--- src/rtl/iir_coef_loader.sv ---
// Streams a biquad coefficient set into a shadow bank and swaps it into the active bank on sample_en.
// Optional IIR_COEF_CHECKSUM_EN appends a modulo-2^COEF_W checksum word to every set.
module iir_coef_loader #(
  parameter int unsigned NUM_STAGES = 5,
  parameter int unsigned COEF_W     = 16
) (
  input  logic                             clk,
  input  logic                             rst,
  input  logic                             s_valid,
  output logic                             s_ready,
  input  logic [COEF_W-1:0]                s_data,
  input  logic                             s_last,
  input  logic                             sample_en,
  output logic [NUM_STAGES*5*COEF_W-1:0]   coef_flat,
  output logic                             load_done,
  output logic                             load_err
);

  localparam int unsigned N = NUM_STAGES * 5;
`ifdef IIR_COEF_CHECKSUM_EN
  localparam int unsigned LEN = N + 1;
`else
  localparam int unsigned LEN = N;
`endif
  localparam int unsigned CNT_W = $clog2(LEN + 1);
  localparam logic [CNT_W-1:0] LAST_IDX = CNT_W'(LEN - 1);

  typedef enum logic [1:0] {StIdle, StLoad, StPend} state_t;

  // Unity-gain pass-through: b0 = largest positive Q1.15 value, everything else zero.
  function automatic logic [N*COEF_W-1:0] pass_through();
    logic [N*COEF_W-1:0] v;
    v = '0;
    for (int unsigned s = 0; s < NUM_STAGES; s++) begin
      v[(5*s)*COEF_W +: COEF_W] = {1'b0, {(COEF_W-1){1'b1}}};
    end
    return v;
  endfunction

  state_t             state;
  logic [CNT_W-1:0]   cnt;
  logic [COEF_W-1:0]  shadow [N];
  logic [CNT_W-1:0]   idx;
  logic               beat;
  logic               is_final;
  logic               bad;
`ifdef IIR_COEF_CHECKSUM_EN
  logic [COEF_W-1:0]  sum;
  logic [COEF_W-1:0]  sum_nxt;
`endif

  always_comb begin
    idx      = (state == StIdle) ? '0 : cnt;
    beat     = s_valid && s_ready && (state != StPend);
    is_final = (idx == LAST_IDX);
    bad      = (s_last != is_final);
`ifdef IIR_COEF_CHECKSUM_EN
    sum_nxt = ((state == StIdle) ? '0 : sum) + s_data;
    if (is_final && (s_data != sum)) bad = 1'b1;
`endif
  end

  always_ff @(posedge clk or posedge rst) begin
    if (rst) begin
      state     <= StIdle;
      cnt       <= '0;
      s_ready   <= 1'b0;
      load_done <= 1'b0;
      load_err  <= 1'b0;
      coef_flat <= pass_through();
      for (int unsigned k = 0; k < N; k++) shadow[k] <= '0;
`ifdef IIR_COEF_CHECKSUM_EN
      sum <= '0;
`endif
    end else begin
      load_done <= 1'b0;
      load_err  <= 1'b0;
      case (state)
        StIdle, StLoad: begin
          s_ready <= 1'b1;
          if (beat) begin
            // Decoded write; the checksum index matches no shadow slot and is never stored.
            for (int unsigned k = 0; k < N; k++) begin
              if (idx == CNT_W'(k)) shadow[k] <= s_data;
            end
`ifdef IIR_COEF_CHECKSUM_EN
            sum <= sum_nxt;
`endif
            if (bad) begin
              load_err <= 1'b1;
              cnt      <= '0;
              state    <= StIdle;
            end else if (is_final) begin
              cnt     <= '0;
              s_ready <= 1'b0;
              state   <= StPend;
            end else begin
              cnt   <= idx + 1'b1;
              state <= StLoad;
            end
          end
        end
        StPend: begin
          s_ready <= 1'b0;
          if (sample_en) begin
            for (int unsigned k = 0; k < N; k++) coef_flat[k*COEF_W +: COEF_W] <= shadow[k];
            load_done <= 1'b1;
            s_ready   <= 1'b1;
            state     <= StIdle;
          end
        end
        default: begin
          s_ready <= 1'b1;
          cnt     <= '0;
          state   <= StIdle;
        end
      endcase
    end
  end

endmodule

--- config.mk ---
export PLATFORM = sky130hd
export DESIGN_NAME = iir_coef_loader
export DESIGN_NICKNAME = d
export VERILOG_FILES = /design/src/rtl/iir_coef_loader.sv
export SDC_FILE = /design/constraint.sdc
export NUM_CORES = 2
export LEC_CHECK = 0
export BUFFER_PORTS_ARGS = -buffer_cell sky130_fd_sc_hd__clkbuf_2
export CAP_MARGIN = 20
export CORE_MARGIN = 4
export CORE_UTILIZATION = 57
export DETAILED_ROUTE_END_ITERATION = 8
export PLACE_DENSITY_LB_ADDON = 0.25
export SLEW_MARGIN = 10
export SYNTH_ARGS = -nofsm -noshare
export SYNTH_HDL_FRONTEND = slang
export SYNTH_SLANG_ARGS = --single-unit
export TNS_END_PERCENT = 30
--- constraint.sdc ---
create_clock -name clk -period 31.4 [get_ports clk]
set_clock_uncertainty 0.05 [all_clocks]
set_input_delay 1.57 -clock clk [delete_from_list [all_inputs] [get_ports clk]]
set_output_delay 1.57 -clock clk [all_outputs]
set_load 0.005 [all_outputs]
==> flow_summary.toml <==
[timing]
period_needed_ns = 4.29
setup_viol = 0
slew_violations = 0
hold_viol = 0
slew_headroom = 0.113
worstMarginPinSlew_ns = 1.33
fmax_mhz = 233
rsz0062_at_grt = "no"
fin_crit_sh = 0.137
finalSetupTns_ns = 0

[floorplan]
die_w_um = 241
fp.coreArea_um2 = 53800
dieArea_um2 = 58100
fp.dieH_um = 241
initial_core_util = 0.575
rows = 85
top_level_ports = 424

[clocking]
ctsHtreeMaxLevel = 3
cts_tree = "built"
clk_path_buf_depth = 3
cts_hold_buf = 0
cts_resized = 0
clockRootBuffer = "clkbuf_16"
clk_latency_ns = 0.61
cts.sinks = 810
cts_setup_buffers = 0
clk_pin_slew_ns = 0.06
numCtsBuffers = 79

[setup_path]
worstPathArrival_ns = 4.85
start_kind = "input port"
reg2reg_from = "state[1]"
cpPeakStageDelay_ns = 0.87
cp-end-kind = "async pin"
slowest_stage = "buf_4"
critPathMostFrequentCell = "buf_4"
crit_chain = "clkbuf_2, inv_8, buf_4, buf_4, buf_16, buf_4"
reg2reg_to = "coef_flat[235]"
crit_type = "in2async"
ff2ff_path_depth = 6
ff2ff_setup_slack_ns = 27.64
crit_required_ns = 31.95
cp_max_fo = 116

[hold_path]
holdPathStages = 2
hold_path.class = "reg2reg"
hold-path-endpoint = "coef_flat[167]"
min_from = "shadow[231]"

[synth]
yosysTopAreaCell = "dfrtp_1"
synth-seq-cells = 810
ys_warn_count = 0
syn_area_um2 = 30900
synth-main-ff-cell = "dfrtp_1"
synth_cell_types = 40
synth_top_area_frac = 0.595
syn_inst = 2657
synth-edff-count = 0
synthArstFlopShare = 1.00
yosysSeqAreaShare = 0.658
synth_fp_nets = 2685
synth.area.top_cells = "dfrtp_1 (59%), nand2_1 (15%), mux2_2 (13%), dfstp_2 (6.4%), mux2_4 (1.9%)"
syn_area_per_cell_um2 = 11.6

[final_layout]
nNetsFinal = 3050
final_cell_mix = "nand2_1 (1212), dfrtp_1 (735), clkbuf_2 (423), mux2_2 (360), clkbuf_16 (82)"
final_common_cell = "nand2_1"
syn_to_final_growth_pct = 16.7
antennaDiodeCount = 0
layout-drive-gt1-share = 0.345

[drt]
wl_um = 79900
vias = 20700
drcViolationCount = 0
ant_nets = 0
dr.pass1.iters = 5
routedWlPerCell_um = 21.1
drt_iter0_drc = 1597
viasPerCell = 5.46

[global_routing]
grt_max_degree = 222
grt-ovfl-total = 0
grt_pass1_vias = 21000
grt_first_pass_wirelength_um = 122000
grt_antenna_before_repair = 2
grtUsageTotal = 0.273

[power_and_ir_drop]
powerDensity_nw_per_um2 = 58.6
vdd_ir_drop_max_mv = 0.0440
p_leak_nw = 20.4
total_power_w = 0.00212

[job]
drv_cap = 0

[run_status]
status = "complete, no violations"

[placed_design]
place_congestion = 0.807
dp_hpwl_um = 47600
io_buffers = 423
-- layout make-up --
type / count / area [µm²]
clock buffers: 120 / 2360
well taps: 696 / 871
multi-input cells: 1682 / 9760
fillers: 3965 / 17700
inverters: 9 / 48.8
flip-flops and latches: 810 / 20400
clock inverters: 25 / 332
repair buffers: 440 / 2340
-- power by group --
part           total [W]  leakage [nW]  internal [W]  switching [W]
clock network   0.000974          1.32      0.000579       0.000395
logic          0.0000661          8.11     0.0000204      0.0000457
registers        0.00108          11.0       0.00106      0.0000111
-- cells in the mapped netlist, drive strengths merged (3+ instances only) --
library cell     n
nand2         1223
dfrtp          735
mux2           400
buf             78
clkbuf          78
dfstp           75
nor2             9
inv              8
ha               7
nand2b           7
nand3            7
o21ai            4
a21oi            3
and3             3
-- cells by family after synthesis --
| kind of cell | Yosys count | share of synthesized area |
|---|---|---|
| multiplexers | 401 | 0.151 |
| flip-flops | 810 | 0.658 |
| AND/OR/NAND/NOR | 1263 | 0.160 |
| adder cells (fa/ha/maj) | 7 | 0.00283 |
| AO/OA/AOI/OAI | 11 | 0.00227 |
| buffers and inverters | 165 | 0.0261 |
-- per-layer routing --
| layer | vias to the layer above | routed length, µm | part of all wire | GRT usage |
|---|---|---|---|---|
| li1 | 9145 | - | - | - |
| met1 | 10700 | 33400 | 0.42 | 0.382 |
| met2 | 697 | 39500 | 0.50 | 0.446 |
| met3 | 118 | 4780 | 0.060 | 0.0442 |
| met4 | 2 | 2110 | 0.026 | 0.0873 |
| met5 | - | 13 | 0.00016 | 0 |
-- worst max-delay path, delay by kind of cell --
family	cells	cell delay [ns]
buf+inv	6	3.11
-- worst max path at each step --
stage	endpoint	slack, ns	depth (start not counted)	from
floorplan	cnt[0]	7.16	1	rst
global placement	coef_flat[132]	26.18	5	rst
finish	coef_flat[201]	27.11	6	rst
global route	shadow[201]	26.50	6	rst
detailed placement	coef_flat[132]	26.00	5	rst
CTS	coef_flat[129]	26.66	5	rst
-- flip-flops by register name, indices dropped and copies added (netlist names) --
| signal | count |
|---|---|
| coef_flat | 400 |
| shadow | 400 |
| cnt | 5 |
| state | 2 |
| load_done | 1 |
| load_err | 1 |
| s_ready | 1 |
-- through the flow --
step | std cells | utilization | area (µm²) | hold slack [ns] | setup WS, ns
floorplan | 2657 | - | 30900 | 0.383 | 7.16
global route | 3782 | 0.671 | 36100 | 0.418 | 26.50
finish | 3782 | 0.671 | 36100 | 0.403 | 27.11
detailed placement | 3633 | 0.619 | 33300 | 0.397 | 26.00
CTS | 3778 | 0.669 | 36000 | 0.407 | 26.66
global placement | 3633 | 0.619 | 33300 | 0.392 | 26.18
Note: power is estimated with default switching activity, not from simulation.
